$ cat config.mk
export PLATFORM = sky130hd
export DESIGN_NAME = instr_prefetch_queue
export DESIGN_NICKNAME = d
export VERILOG_FILES = /design/src/rtl/vslc_pkg.sv /design/src/rtl/sync_fifo_showahead.sv /design/src/rtl/instr_prefetch_queue.sv
export SDC_FILE = /design/constraint.sdc
export NUM_CORES = 1
export LEC_CHECK = 0
export CELL_PAD_IN_SITES_DETAIL_PLACEMENT = 1
export CELL_PAD_IN_SITES_GLOBAL_PLACEMENT = 2
export CORE_ASPECT_RATIO = 0.7
export CORE_MARGIN = 2
export CORE_UTILIZATION = 37
export CTS_CLUSTER_DIAMETER = 120
export CTS_CLUSTER_SIZE = 28
export DETAILED_ROUTE_END_ITERATION = 10
export GPL_ROUTABILITY_DRIVEN = 0
export PLACE_DENSITY_LB_ADDON = 0.1
export SETUP_SLACK_MARGIN = 0.3
export SLEW_MARGIN = 20
export SYNTH_ARGS = -nofsm -noshare
export SYNTH_HDL_FRONTEND = slang
export SYNTH_HIERARCHICAL = 1
export SYNTH_SLANG_ARGS = --single-unit
$ cat constraint.sdc
create_clock -name clk -period 9.13 [get_ports clk]
set_clock_uncertainty 0.05 [all_clocks]
set_input_delay 0.913 -clock clk [delete_from_list [all_inputs] [get_ports clk]]
set_output_delay 0.913 -clock clk [all_outputs]
set_load 0.01 [all_outputs]
$ cat src/rtl/vslc_pkg.sv
// Shared constants for the EEPROM-fed stack machine: header layout,
// prefetch-queue state encodings and the reader's SPI opcode.
package vslc_pkg;

    localparam int HEADER_BYTES = 4;
    localparam int PROG_W       = 10;

    localparam logic [2:0] ST_HDR0  = 3'd0;
    localparam logic [2:0] ST_HDR1  = 3'd1;
    localparam logic [2:0] ST_HDR2  = 3'd2;
    localparam logic [2:0] ST_HDR3  = 3'd3;
    localparam logic [2:0] ST_RUN   = 3'd4;
    localparam logic [2:0] ST_DRAIN = 3'd5;
    localparam logic [2:0] ST_HALT  = 3'd6;

    localparam logic [7:0] EEPROM_READ_INSTR = 8'h03;

endpackage

$ cat src/rtl/sync_fifo_showahead.sv
// Show-ahead synchronous FIFO: dout always presents the head entry.
// A push while full is only taken when a pop frees a slot in the same
// cycle; a pop while empty is ignored, so there is no write-through bypass.
module sync_fifo_showahead #(
    parameter int DEPTH = 4,
    parameter int WIDTH = 8
) (
    input  logic                     clk,
    input  logic                     rst,
    input  logic                     push,
    input  logic                     pop,
    input  logic [WIDTH-1:0]         din,
    output logic [WIDTH-1:0]         dout,
    output logic                     empty,
    output logic                     full,
    output logic [$clog2(DEPTH):0]   level
);

    localparam int AW = $clog2(DEPTH);

    logic [WIDTH-1:0] mem_q [DEPTH];
    logic [AW-1:0]    rptr_q, wptr_q;
    logic [AW:0]      cnt_q;
    logic             do_push, do_pop;

    assign empty   = (cnt_q == '0);
    assign full    = (cnt_q == (AW+1)'(DEPTH));
    assign do_push = push && (!full || pop);
    assign do_pop  = pop && !empty;
    assign dout    = mem_q[rptr_q];
    assign level   = cnt_q;

    // Storage array; contents are don't-care until written, so no reset.
    always_ff @(posedge clk) begin
        if (do_push) mem_q[wptr_q] <= din;
    end

    // Pointers wrap naturally since DEPTH is a power of two.
    always_ff @(posedge clk) begin
        if (rst) begin
            rptr_q <= '0;
            wptr_q <= '0;
            cnt_q  <= '0;
        end else begin
            if (do_push) wptr_q <= wptr_q + AW'(1);
            if (do_pop)  rptr_q <= rptr_q + AW'(1);
            case ({do_push, do_pop})
                2'b10:   cnt_q <= cnt_q + (AW+1)'(1);
                2'b01:   cnt_q <= cnt_q - (AW+1)'(1);
                default: cnt_q <= cnt_q;
            endcase
        end
    end

endmodule

$ cat src/rtl/instr_prefetch_queue.sv
// Instruction prefetch queue between the SPI EEPROM reader and the
// executor. Parses the 4-byte start/end header, queues in-window bytes,
// and on end-of-program waits for the queue to drain before asking the
// reader to restart at start_addr.
module instr_prefetch_queue #(
    parameter int DEPTH  = 4,
    parameter int PROG_W = vslc_pkg::PROG_W,
    parameter int ADDR_W = 16
) (
    input  logic                   clk,
    input  logic                   rst,
    input  logic                   byte_valid,
    input  logic [7:0]             byte_data,
    input  logic [ADDR_W-1:0]      byte_addr,
    output logic                   instr_valid,
    output logic [7:0]             instr_data,
    input  logic                   instr_ready,
    output logic                   restart_o,
    output logic                   scan_done,
    output logic [PROG_W-1:0]      start_addr,
    output logic [PROG_W-1:0]      end_addr,
    output logic                   header_err,
    output logic                   overflow,
    output logic [$clog2(DEPTH):0] level
);

    import vslc_pkg::*;

    localparam int HI_W = PROG_W - 8;

    logic [2:0]        state_q, state_d;
    logic [PROG_W-1:0] start_q, start_d;
    logic [PROG_W-1:0] end_q, end_d;
    logic              herr_q, herr_d;
    logic              ovf_q, ovf_d;

    logic              fifo_push, fifo_pop, fifo_empty, fifo_full;
    logic [ADDR_W-1:0] start_ext, end_ext;
    logic [PROG_W-1:0] end_new;
    logic              free_run, in_win, end_hit;

    assign start_ext = ADDR_W'(start_q);
    assign end_ext   = ADDR_W'(end_q);
    assign free_run  = (end_q == '0);
    // end value as it will be once the HDR3 byte is captured
    assign end_new   = {end_q[PROG_W-1:8], byte_data};

    assign in_win  = byte_valid
                  && (byte_addr >= ADDR_W'(HEADER_BYTES))
                  && (byte_addr >= start_ext)
                  && (free_run || (byte_addr <= end_ext));
    assign end_hit = in_win && !free_run && (byte_addr == end_ext);

    assign fifo_push = (state_q == ST_RUN) && in_win;
    assign fifo_pop  = instr_ready && !fifo_empty;

    // Restart fires in the first DRAIN cycle that sees an empty queue;
    // the FSM leaves DRAIN on the same edge, so this is a one-cycle pulse.
    assign restart_o = (state_q == ST_DRAIN) && fifo_empty;
    assign scan_done = restart_o;

    assign instr_valid = !fifo_empty;
    assign start_addr  = start_q;
    assign end_addr    = end_q;
    assign header_err  = herr_q;
    assign overflow    = ovf_q;

    // Header parse, window tracking and end-of-program sequencing.
    always_comb begin
        state_d = state_q;
        start_d = start_q;
        end_d   = end_q;
        herr_d  = herr_q;
        ovf_d   = ovf_q | (fifo_push & fifo_full & ~fifo_pop);
        case (state_q)
            ST_HDR0: if (byte_valid && byte_addr == ADDR_W'(0)) begin
                start_d[PROG_W-1:8] = byte_data[HI_W-1:0];
                state_d             = ST_HDR1;
            end
            ST_HDR1: if (byte_valid && byte_addr == ADDR_W'(1)) begin
                start_d[7:0] = byte_data;
                state_d      = ST_HDR2;
            end
            ST_HDR2: if (byte_valid && byte_addr == ADDR_W'(2)) begin
                end_d[PROG_W-1:8] = byte_data[HI_W-1:0];
                state_d           = ST_HDR3;
            end
            ST_HDR3: if (byte_valid && byte_addr == ADDR_W'(3)) begin
                end_d[7:0] = byte_data;
                if (end_new != '0 && end_new < start_q) begin
                    herr_d  = 1'b1;
                    state_d = ST_HALT;
                end else begin
                    state_d = ST_RUN;
                end
            end
            ST_RUN:   if (end_hit)    state_d = ST_DRAIN;
            ST_DRAIN: if (fifo_empty) state_d = ST_RUN;
            default:  state_d = state_q;
        endcase
    end

    // Control registers; reset restarts the header parse and clears flags.
    always_ff @(posedge clk) begin
        if (rst) begin
            state_q <= ST_HDR0;
            start_q <= '0;
            end_q   <= '0;
            herr_q  <= 1'b0;
            ovf_q   <= 1'b0;
        end else begin
            state_q <= state_d;
            start_q <= start_d;
            end_q   <= end_d;
            herr_q  <= herr_d;
            ovf_q   <= ovf_d;
        end
    end

    sync_fifo_showahead #(
        .DEPTH (DEPTH),
        .WIDTH (8)
    ) u_fifo (
        .clk   (clk),
        .rst   (rst),
        .push  (fifo_push),
        .pop   (fifo_pop),
        .din   (byte_data),
        .dout  (instr_data),
        .empty (fifo_empty),
        .full  (fifo_full),
        .level (level)
    );

endmodule

* Word-level counts from Yosys, hierarchy flattened *
Memory sizes are Yosys's and may differ from the RTL's. A register that Yosys moved wholly into a read port is not among the register bits.
Index checks and enable logic that the tools add are counted.

word-level totals
  register bits = 32
  memory bits (writable) = 32
  output and inout port bits = 36
  logic and storage cells = 87
  memories kept = 1

memories
  name          words  width  read ports  clocked after memory_dff  wr ports  line                       text
  u_fifo.mem_q  4      8      1           1                         1         sync_fifo_showahead.sv:21  logic [WIDTH-1:0] mem_q [DEPTH];

operators by class
  add/subtract/negate cells = 4
  magnitude comparators = 4
  equal/unequal tests = 18
  multiplexer cells = 13
  bitwise logic cells = 4
  reductions and logical operators = 33

operators with widths
  cell                                                                count
  == test 16 x 2 -> 1 bit, second input constant                      2
  two-way mux 3 bit                                                   6
  one-hot mux 3 bit (6 select lines)                                  1
  == test 16 x 1 -> 1 bit, second input constant                      1
  == test 16 x 10 -> 1 bit                                            1
  greater-or-equal comparator 16 x 10 -> 1 bit                        1
  greater-or-equal comparator 16 x 3 -> 1 bit, second input constant  1
  less-or-equal comparator 16 x 10 -> 1 bit                           1
  logical NOT 16 bit                                                  1
  logical AND 1 bit                                                   15
  != test 2 bit, second input constant                                6
  logical NOT 10 bit                                                  1
  less-than comparator 10 bit                                         1
  nonzero test 10 bit                                                 1
  == test 3 bit, second input constant                                3
  AND reduction 2 bit                                                 4
  AND reduction 7 bit                                                 1
  == test 3 x 2 -> 1 bit, second input constant                       2
  logical NOT 3 bit                                                   2
  two-way mux 2 bit                                                   3
  one-hot mux 3 bit (2 select lines)                                  1
  nonzero test 6 bit                                                  1
  adder 2 x 1 -> 2 bit, second input constant                         2
  adder 3 x 1 -> 3 bit, second input constant                         1
  12 further kinds                                                    17

* Logic depth before layout (Yosys ltp) *
Gate-level depths: netlist (run 1).

  word-level depth = 8
  mapped depth = 15

* By module *
The synthesis (run 1) kept the hierarchy.

by module, submodules not included
  module                times used  cells an instance  area an instance (um^2)
  instr_prefetch_queue  1           223                1889.3
  sync_fifo_showahead   1           96                 1645.3

* Least setup slack after synthesis (run 1) *
OpenSTA, ideal clock, no wires.

  kind = input to register
  start point = in byte_addr[8]
  end point = reg u_fifo.cnt_q[2], in the netlist u_fifo/level[2]
  setup time = 0.070 ns
  arrival = 3.724 ns
  setup slack = 5.285 ns
  stages on the path = 14
  cell sequence = ha_1 -> or4bb_1 -> nor4_2 -> and3b_1 -> o41ai_2 -> and3_2 -> a21boi_2 -> inv_1 -> ha_1 -> inv_1 -> fa_1 -> xor2_1 -> or3_2 -> a21oi_1

between the ends
  longest elaborated chain between the ends = 8

ends and longest elaborated chain
  element                                                                          line                        text
  from (decl)                                                                      instr_prefetch_queue.sv:14  input logic [ADDR_W-1:0] byte_addr,
  greater-or-equal comparator 16 x 3 -> 1 bit                                      instr_prefetch_queue.sv:49  && (byte_addr >= ADDR_W'(HEADER_BYTES))
  logical AND 1 bit                                                                instr_prefetch_queue.sv:49
  logical AND 1 bit                                                                instr_prefetch_queue.sv:50  && (byte_addr >= start_ext)
  logical AND 1 bit *                                                              instr_prefetch_queue.sv:51  && (free_run || (byte_addr <= end_ext));
  logical AND 1 bit *                                                              instr_prefetch_queue.sv:54  assign fifo_push = (state_q == ST_RUN) && in_win;
  named net fifo_push                                                              instr_prefetch_queue.sv:37  logic fifo_push, fifo_pop, fifo_empty, fifo_full;
  logical AND 1 bit *                                                              sync_fifo_showahead.sv:28   assign do_push = push && (!full || pop);
  == test 2 x 1 -> 1 bit / == test 2 bit (equally long branches)                   sync_fifo_showahead.sv:47   case ({do_push, do_pop})
  one-hot mux 3 bit (2 select lines) / nonzero test 2 bit (equally long branches)  --
  to (signal assigned)                                                             sync_fifo_showahead.sv:48   2'b10: cnt_q <= cnt_q + (AW+1)'(1);
  to (signal assigned)                                                             sync_fifo_showahead.sv:49   2'b01: cnt_q <= cnt_q - (AW+1)'(1);
  to (signal assigned)                                                             sync_fifo_showahead.sv:50   default: cnt_q <= cnt_q;
  to (decl)                                                                        sync_fifo_showahead.sv:23   logic [AW:0] cnt_q;

The timed path passes the listed nets; every way through them passes the cells marked *.
A chain may end at the register's enable or synchronous reset.

* Worst setup path after layout (run 1) *
Ends and elaborated chain as after synthesis.

==> impl_results.md, run 1 <==
- Cells along the critical path: clkdlybuf4s50_1 -> ha_1 -> or4bb_1 -> nor4_2 -> and3b_1 -> o41ai_2 -> and3_2 -> a21boi_2 -> inv_1 -> ha_1 -> inv_1 -> fa_1 -> xor2_1 -> or3_2 -> a21oi_1
- H-tree depth: 3
- Tot GR Track Use: around 20%
- Largest net degree at the start of global routing: 37
- Hold Violations, Final: 0
- Top post-synthesis cells by area: edfxtp_1 (27%), dfxtp_1 (19%), ha_1 (12%)
- CTS Hold Buffers Added: 0
- Num Clock Sinks: 66
- Number of global-route vias before repair: about 2.9k
- Crit. End Element: flop
- Post-route setup TNS: 0 ps
- CTS Buffer Depth: 2
- MaxCap Viol Count: 0
- Area grow syn2layout: 30.0%
- Post-Syn Nets: 382
- Total CTS buffers: 9
- Detail Placement HPWL: approximately 7000 µm
- CTS Root Cell: clkbuf_16
- Slowest-stage cell, CP: or4bb_1
- IO Pins: 64
- Row count: 29
- Residual DRC count: 0
- GR Util met2: between 20 and 30%
- Initial Util: about two fifths
- #FFs+latches synth: between 60 and 70
- Dpl ws: roughly 4400 ps
- Synthesized instance count: ~320
- Layout cells sized above 1: 11.3%
- Post-synth ARST share: 0%
- Critical path class: in2reg
- Global routing's busiest layer: met2
- Die span in x: ~120 µm
- Outcome: complete, no violations
- Period minus WS final: between 4000 and 5000 ps
- Pleak: 0.00164 µW
- Port Buffers: 63
- Fin worst setup slack: approximately 4800 ps
- CP delay by family, top: simple AND/OR/NAND/NOR gates
- First-pass GRT wire length: roughly 16,000 µm
- Final Setup Violations: 0
- CTS tree: built
- Top-count cell post-synth: nor2_1
- Core ar.: roughly 0.0092 mm²
- Post-CTS Setup Bufs: 0
- DR vias/cell: a little over 5
- Grt met3 use: 4.52%
- Number of flops mapped to enable cells by yosys: 32
- Nets@finish: approximately 450
- Startpoint Class: input pin
- Initial antenna violation count: 0
- Total Die Area: 0.0104 mm²
- Class of the worst hold path: reg2reg
- Final core occ: 50.1%
- Avg WL per Cell: around 18 µm
- Commonest cells post-synth: nor2_1 (41), dfxtp_1 (34), ha_1 (34)
- Worst endpoint required time: ~9300 ps
- Slowest stage delay, CP: ~540 ps
- Worst path bufs/invs: 3
- Mapped Area: between 0.003 and 0.004 mm²
- Worst-Skew Late Latency: 330 ps
- Clk slew on worst S/H paths: 60 ps
- 1st-pass router iterations: 4
- Die H: ~86 µm
- Post-route clock period utilization: a little under half
- Resized cells post-CTS: 0
- Share of the synthesized area in the top cell type: 27.2%
- VDD IR max: 0.0666 mV
- GR Overflow Total: 0
- Synth cell types: 53
- Crit-path max FO: 7
- Main synth FF type: dfxtp_1
- Total power: between 700 and 800 µW
- Grt met1 use: ~30%
- Synth area leader: edfxtp_1
- Total routed wirelength: roughly 9500 µm
- Power Density: 159 mW/mm²
- Unrepaired setup endpoints after global routing: no
- Sequential fraction of the synthesis area: between 40 and 50%
- Slew Viols, Final: 0
- Yosys warns: 6
- Vias after detailed routing: 2,586
- Max Fclk: 230 MHz
- Worst-Margin Slew: roughly 690 ps
- CP Data Arrival Time: between 4000 and 5000 ps
- Initial DRC count: approximately 140
- Routed Antenna Nets: 0
- Antenna fix cells: 0
- Synth Area per Inst: about 11 µm²
- Worst slew margin: 53.5%
logic make-up (layout without fill, tap and decap cells):
family                   count (synthesis)  in the layout  synth area share (%)
adder cells (fa/ha/maj)                 35             35                  12.6
multiplexers                            30             30                  11.5
buffers and inverters                   41            111                  4.92
AO/OA/AOI/OAI                           41             41                  8.07
AND/OR/NAND/NOR                        103            103                  15.8
flip-flops                              66             66                  46.4
XOR/XNOR                                 3              3                 0.743
through the flow:
| step | cells | cell area, µm² | hold slack [ps] |
|---|---|---|---|
| after CTS | 513 | 4600 | 447 |
| after floorplan | 319 | 3530 | 409 |
| after global routing | 513 | 4600 | 471 |
| after detailed placement | 497 | 4270 | 428 |
| final | 513 | 4600 | 436 |
| after global placement | 497 | 4270 | 410 |
flip-flops by register name (all words and copies together), names as in the netlist, named ones only:
| signal | cells |
|---|---|
| end_addr | 10 |
| header_err | 1 |
| overflow | 1 |
| start_addr | 10 |
| state_q | 3 |
| u_fifo/level | 3 |
| u_fifo/mem_q | 32 |
| u_fifo/rptr_q | 2 |
| u_fifo/wptr_q | 2 |
placed cells by master (no fill, tap or decap), types with 2 or more instances in the layout:
| cell | instances |
|---|---|
| o21ai_0 | 6 |
| o22ai_1 | 2 |
| nor2_1 | 41 |
| xor2_1 | 3 |
| mux4_2 | 8 |
| nand4_1 | 5 |
| ha_1 | 34 |
| nand3_1 | 8 |
| inv_1 | 31 |
| a21oi_1 | 17 |
| o211ai_1 | 2 |
| nor2b_1 | 4 |
| mux2i_1 | 21 |
| bufinv_16 | 2 |
| clkinv_4 | 2 |
| edfxtp_1 | 32 |
| a21o_1 | 2 |
| and3_1 | 3 |
| nand2b_1 | 6 |
| and2_1 | 2 |
| nor4_1 | 7 |
| a211oi_2 | 2 |
| inv_6 | 2 |
| dfxtp_1 | 34 |
| clkdlybuf4s50_1 | 63 |
| clkbuf_16 | 9 |
| nand2_1 | 10 |
| and2_2 | 4 |
path summary, 6_finish.rpt:
kind                 from         endpoint  slack (ps)  depth (start not counted)
max          byte_addr[8]  u_fifo/level[2]        4790                         15
min reg2reg    header_err       header_err         440                          2
max reg2reg   end_addr[8]  u_fifo/level[2]        5420                         15
min            header_err       header_err         440                          2
layer usage:
| metal | vias up | wire [µm] |
|---|---|---|
| met5 | - | 0 |
| met4 | 0 | 29 |
| met3 | 2 | 397 |
| met2 | 56 | 4120 |
| met1 | 1246 | 4930 |
| li1 | 1282 | - |
worst min-delay path: stages, from the launching register on:
cell and delay [ps]:
dfxtp_1 330, a21oi_1 40, nor2_1 80
power by group:
group / internal, µW / switching [µW]
Clock: 241 / 137
Sequential: 310 / 0.000212
Combinational: 18.6 / 22.2
Total: 570 / 160
final cells by class:
cell class	instances	area, µm²
clock buffers	9	225
clock inverters	7	100
fillers	993	4580
inverters	31	116
multi-input cells	212	1720
flip-flops and latches	66	1640
well taps	124	155
repair buffers	64	638
(Power assumes the default switching activity.)
==> run 2, diff against run 1 <==
--- a/config.mk
+++ b/config.mk
@@ -9,7 +9,7 @@
 export CELL_PAD_IN_SITES_GLOBAL_PLACEMENT = 2
 export CORE_ASPECT_RATIO = 0.7
 export CORE_MARGIN = 2
-export CORE_UTILIZATION = 37
+export CORE_UTILIZATION = 34
 export CTS_CLUSTER_DIAMETER = 120
 export CTS_CLUSTER_SIZE = 28
 export DETAILED_ROUTE_END_ITERATION = 10
==> constraint.sdc (replaced) <==
create_clock -name clk -period 4.2 [get_ports clk]
set_clock_uncertainty 0.05 [all_clocks]
set_input_delay 0.42 -clock clk [delete_from_list [all_inputs] [get_ports clk]]
set_output_delay 0.42 -clock clk [all_outputs]
set_load 0.01 [all_outputs]
==> impl_results.md, run 2 (synthesis gave the netlist of run 1 again) <==
- MaxCap Viol Count: 0 (unchanged)
- Worst path bufs/invs: 3 (unchanged)
- Row count: 31 (+6.9%)
- Slowest-stage cell, CP: or4bb_1
- Largest net degree at the start of global routing: 37 (unchanged)
- Residual DRC count: 0 (unchanged)
- First-pass GRT wire length: 15,000 µm (-4.4%)
- P_sw: 328 µW (+110%)
- Leading cell type in the layout, fill and taps excluded: clkdlybuf4s50_1
- Die H: 89.3 µm (+4.1%)
- GR Overflow Total: 0 (unchanged)
- CTS Hold Buffers Added: 0 (unchanged)
- CP Data Arrival Time: 3850 ps (-710 ps)
- Pleak: 0.00163 µW (-0.70%)
- Slew Viols, Final: 0 (unchanged)
- Vias after detailed routing: 2,602 (+0.62%)
- Port Buffers: 63 (unchanged)
- Total routed wirelength: 9220 µm (-2.7%)
- Sw Ratio: 21.9% (about the same)
- Total Die Area: 0.0112 mm² (+8.5%)
- Post-route setup TNS: 0 ps (unchanged)
- Combinational share of power: 5.9% (+0.3 points)
- Cells along the critical path: clkdlybuf4s50_1 -> ha_1 -> or4bb_1 -> nand4_1 -> and3b_1 -> o41ai_2 -> and3_2 -> a21boi_2 -> inv_1 -> ha_1 -> inv_1 -> fa_1 -> xor2_1 -> or3_2 -> a21oi_1
- Internal cell power: 1170 µW (+110%)
- Power Density: 327 mW/mm² (+110%)
- Period minus WS final: 3640 ps
- Outcome: complete, no violations
- VDD IR max: 0.192 mV (+190%)
- Max Fclk: 275 MHz
- Die span in x: 126 µm (+4.2%)
- H-tree depth: 3 (unchanged)
- Worst slew margin: 57.1% (+3.6 points)
- Startpoint Class: input pin
- Number of global-route vias before repair: 2,722 (-4.9%)
- Antenna fix cells: 0 (unchanged)
- Initial DRC count: 150 (+7.9%)
- Worst-Margin Slew: 644 ps (-48.0 ps)
- DR vias/cell: 4.98 (-1.3%)
- Worst-Skew Late Latency: 330 ps (about the same)
- Final Setup Violations: 0 (unchanged)
- Total power: 1500 µW (+110%)
- Tot GR Track Use: 17.8% (-2.2 points)
- Resized cells post-CTS: 0 (unchanged)
- Class of the worst hold path: reg2reg
- Worst endpoint required time: 4410 ps (-4930 ps)
- Nets@finish: 449 (+0.45%)
- IO Pins: 64 (unchanged)
- Unrepaired setup endpoints after global routing: no
- CP delay by family, top: simple AND/OR/NAND/NOR gates
- Detail Placement HPWL: 6970 µm (-0.16%)
- Initial antenna violation count: 0 (unchanged)
- Biggest register: u_fifo/mem_q
- Crit-path max FO: 3 (-4)
- Area grow syn2layout: 29.8%
- Hold Violations, Final: 0 (unchanged)
- Total CTS buffers: 9 (unchanged)
- Core ar.: 0.0102 mm² (+12%)
- Final core occ: 44.8% (-5.3 points)
- CTS Root Cell: clkbuf_16
- Avg WL per Cell: 17.6 µm (-4.6%)
- Slowest stage delay, CP: 520 ps (-20 ps)
- 1st-pass router iterations: 4 (unchanged)
- Critical path class: in2reg
- Most frequent cells in the layout: clkdlybuf4s50_1 (63), nor2_1 (41), ha_1 (34), dfxtp_1 (34), edfxtp_1 (32)
- Clock network power share: 49.1% (-2.8 points)
- Largest register FFs: 32 (unchanged)
- CTS tree: built
- Crit. End Element: flop
- Post-route clock period utilization: between 80 and 90%
- Post-CTS Setup Bufs: 0 (unchanged)
- Clk slew on worst S/H paths: 50 ps (about the same)
- Register share of total power: 45.0% (+2.5 points)
- Layout cells sized above 1: 11.5% (+0.20 points)
- CTS Buffer Depth: 2 (unchanged)
- Num Clock Sinks: 66 (unchanged)
- Routed Antenna Nets: 0 (unchanged)
- Initial Util: 34.5% (-4.0 points)
## run 2: changes by cell type in the layout (fill, tap and decap cells not counted), sizes merged
| cell | delta |
|---|---|
| inv | -1 |
| buf | +2 |
| bufinv | -1 |
| clkinvlp | +2 |
## run 2: power by group through the flow
stage          registers, µW  clock network [µW]  logic [µW]
2_1_floorplan            688                   0        33.6
6_report                 674                 736        89.1
3_3_place_gp             688                   0        87.5
5_1_grt                  674                 783        99.7
3_5_place_dp             688                   0        89.6
4_1_cts                  674                 755        90.4
## run 2: per-stage QoR
stage / hold WS (ps) / instance area (µm²) / worst slack [ps] / cells
2_1_floorplan: 409 / 3530 / 796 / 319
3_3_place_gp: 409 / 4300 / 281 / 507
3_5_place_dp: 437 / 4300 / 217 / 507
4_1_cts: 452 / 4590 / 557 / 523
5_1_grt: 491 / 4590 / 352 / 523
6_report: 448 / 4590 / 560 / 523
## run 2: worst paths after layout
kind	start	end	slack, ps	cells past startpoint
worst max-delay path	byte_addr[8]	u_fifo/level[2]	560	15
worst min-delay path	u_fifo/rptr_q[1]	u_fifo/rptr_q[1]	450	2
worst min register to register	u_fifo/rptr_q[1]	u_fifo/rptr_q[1]	450	2
worst max register to register	end_addr[8]	u_fifo/level[2]	680	15
## run 2: worst reg2reg max path, stage by stage, from the launching register on
cell and delay, ps:
dfxtp_1 400, inv_1 70, ha_1 260, or4bb_1 520
nand4_1 120, and3b_1 180, o41ai_2 90, and3_2 230
a21boi_2 150, inv_1 60, ha_1 170, inv_1 60
fa_1 370, xor2_1 160, or3_2 410, a21oi_1 150
## run 2: per-layer routing
layer	GRT usage (%)	routed length (µm)	up-vias
met2	27.0	3940	56
li1	-	-	1284
met4	4.20	87	0
met3	5.27	351	5
met1	25.2	4840	1257
met5	0	0	-
## run 2: cell type report
class | count | area, µm²
Clock buffer | 9 | 225
Clock inverter | 7 | 67.6
Fill cell | 1132 | 5650
Inverter | 31 | 116
Multi-Input combinational cell | 212 | 1720
Sequential cell | 66 | 1640
Tap cell | 132 | 165
Timing Repair Buffer | 66 | 653
==> run 3, diff against run 2 <==
--- a/config.mk
+++ b/config.mk
@@ -7,9 +7,9 @@
 export LEC_CHECK = 0
 export CELL_PAD_IN_SITES_DETAIL_PLACEMENT = 1
 export CELL_PAD_IN_SITES_GLOBAL_PLACEMENT = 2
-export CORE_ASPECT_RATIO = 0.7
 export CORE_MARGIN = 2
-export CORE_UTILIZATION = 34
+export CORE_UTILIZATION = 35
+export CTS_BUF_LIST = sky130_fd_sc_hd__clkbuf_4 sky130_fd_sc_hd__clkbuf_8
 export CTS_CLUSTER_DIAMETER = 120
 export CTS_CLUSTER_SIZE = 28
 export DETAILED_ROUTE_END_ITERATION = 10
==> impl_results.md, run 3 (synthesis gave the netlist of run 1 again) <==
- Outcome: complete, no violations
- R2R Path Start: end_addr[8]
- Num Clock Sinks: 66 (unchanged)
- Die span in x: 104 µm (-17%)
- Placement Cell Area: 0.00430 mm² (about the same)
- Row count: 36 (+16%)
- Total routed wirelength: 8870 µm (-3.8%)
- Detail Placement HPWL: 6730 µm (-3.4%)
- Worst slew margin: 58.7% (+1.7 points)
- Clk slew on worst S/H paths: 80 ps (+30 ps)
- R2R setup slack: 680 ps (about the same)
- Most frequent cells in the layout: clkdlybuf4s50_1 (63), nor2_1 (41), ha_1 (34), dfxtp_1 (34), edfxtp_1 (32)
- Worst setup path end: u_fifo/level[2]
- Hold_ws: 438 ps (-10.4 ps)
- Worst-Margin Slew: 619 ps (-24.9 ps)
- Power Density: 291 mW/mm² (-11%)
- MaxCap Viol Count: 0 (unchanged)
- CTS Root Cell: clkbuf_8
- CTS Buffer Depth: 2 (unchanged)
- Slowest-stage cell, CP: clkdlybuf4s50_1
- Vias after detailed routing: 2,612 (+0.38%)
- Initial Util: 36.2% (+1.6 points)
- CTS Hold Buffers Added: 0 (unchanged)
- Class of the worst hold path: reg2reg
- Cells along the critical path: clkdlybuf4s50_1 -> inv_1 -> ha_1 -> nand2b_1 -> a2111oi_0 -> a211o_1 -> a21oi_1 -> and3_2 -> a21boi_2 -> inv_1 -> ha_1 -> inv_1 -> fa_1 -> xor2_1 -> or3_2 -> a21oi_1
- Number of global-route vias before repair: 2,842 (+4.4%)
- Crit-path max FO: 3 (unchanged)
- Total CTS buffers: 9 (unchanged)
- Worst endpoint required time: 4440 ps (+30 ps)
- Routed Antenna Nets: 0 (unchanged)
- Startpoint Class: input pin
- Slew Viols, Final: 0 (unchanged)
- R2R Path End: u_fifo/level[2]
- Slowest stage delay, CP: 510 ps (about the same)
- DR vias/cell: 4.98 (+0.19%)
- Max Fclk: 278 MHz (+1.1%)
- Period minus WS final: 3600 ps (-40.6 ps)
- Avg WL per Cell: 16.9 µm (-3.9%)
- Global routing's busiest layer: met2
- Initial antenna violation count: 0 (unchanged)
- CTS tree: built
- 1st-pass router iterations: 4 (unchanged)
- H-tree depth: 3 (unchanged)
- Total power: 1310 µW (-13%)
- Area grow syn2layout: 27.3%
- Largest register FFs: 32 (unchanged)
- Layout cells sized above 1: 11.8% (+0.26 points)
- Largest net degree at the start of global routing: 37 (unchanged)
- Fin worst setup slack: 601 ps (+40.6 ps)
- Dpl ws: 202 ps (-15.1 ps)
- Grt met3 use: 2.69% (-2.6 points)
- Post-route setup TNS: 0 ps (unchanged)
- Antenna fix cells: 0 (unchanged)
- Biggest register: u_fifo/mem_q
- GR Overflow Total: 0 (unchanged)
- Initial DRC count: 69 (-54%)
- Tot GR Track Use: 17.6% (-0.21 points)
- Crit. End Element: flop
- Critical path class: in2reg
- Crit-path most repeated cell: inv_1
- Core ar.: 0.00977 mm² (-4.5%)
- Finished Cell Area: 0.00450 mm² (-2.0%)
- CP startpoint: byte_addr[0]
- Nets@finish: 449 (unchanged)
- GR Util met2: 29.2% (+2.2 points)
- Worst-Skew Late Latency: 350 ps (+20 ps)
- Residual DRC count: 0 (unchanged)
- First-pass GRT wire length: 14,700 µm (-2.0%)
- Grt met1 use: 22.6% (-2.6 points)
- Reg2reg path depth: 15 (unchanged)
- VDD IR max: 0.138 mV (-28%)
- Die H: 104 µm (+17%)
- Total Die Area: 0.0109 mm² (-2.9%)
- Port Buffers: 63 (unchanged)
- Post-route clock period utilization: 85.7% (-0.97 points)
- Post-CTS Setup Bufs: 0 (unchanged)
- Resized cells post-CTS: 0 (unchanged)
- IO Pins: 64 (unchanged)
- Pleak: 0.00159 µW (-2.4%)
- Final Setup Violations: 0 (unchanged)
- Leading cell type in the layout, fill and taps excluded: clkdlybuf4s50_1
- Unrepaired setup endpoints after global routing: no
- Hold Violations, Final: 0 (unchanged)
- CP Data Arrival Time: 3830 ps (-20 ps)
- FILL cells: 1,111 (-1.9%)
[run 3: worst max-delay path: cells and delay by family]
family,cells,cell delay (ps)
simple gates,3,720
fa+ha+maj,3,820
xor+xnor,1,160
compound gates,5,1000
buf+inv,4,710
[run 3: per-layer routing]
layer,share of wire [%],vias to the layer above
met3,3.0,10
met4,1.6,0
li1,-,1280
met2,48,51
met5,0,-
met1,48,1271
[run 3: worst min path at each step]
stage | slack, ps | to | cells after the start | startpoint
2_1_floorplan | 410 | flop | 2 | u_fifo/rptr_q[1]
3_3_place_gp | 410 | header_err | 2 | header_err
3_5_place_dp | 420 | header_err | 2 | header_err
4_1_cts | 450 | header_err | 2 | header_err
5_1_grt | 480 | header_err | 2 | header_err
6_report | 440 | header_err | 2 | header_err
[run 3: stage by stage]
step                utilization, %  std cells
floorplan                        -        319
global placement              44.0        508
detailed placement            44.0        508
CTS                           46.0        524
global route                  46.0        524
finish                        46.0        524
[run 3: power by group]
part           total, µW  internal (µW)  switching (µW)  leakage (µW)
sequential           673            673        0.000496      0.000561
combinational       87.4           40.2            47.2      0.000933
clock                549            279             270      0.000100
[run 3: cell type report]
class | instances | area [µm²] | share of cell area [%]
Timing Repair Buffer | 66 | 653 | 14.5
Inverter | 31 | 116 | 2.59
Clock buffer | 9 | 124 | 2.75
Multi-Input combinational cell | 212 | 1720 | 38.2
Tap cell | 133 | 166 | 3.70
Clock inverter | 7 | 77.6 | 1.72
Sequential cell | 66 | 1640 | 36.5
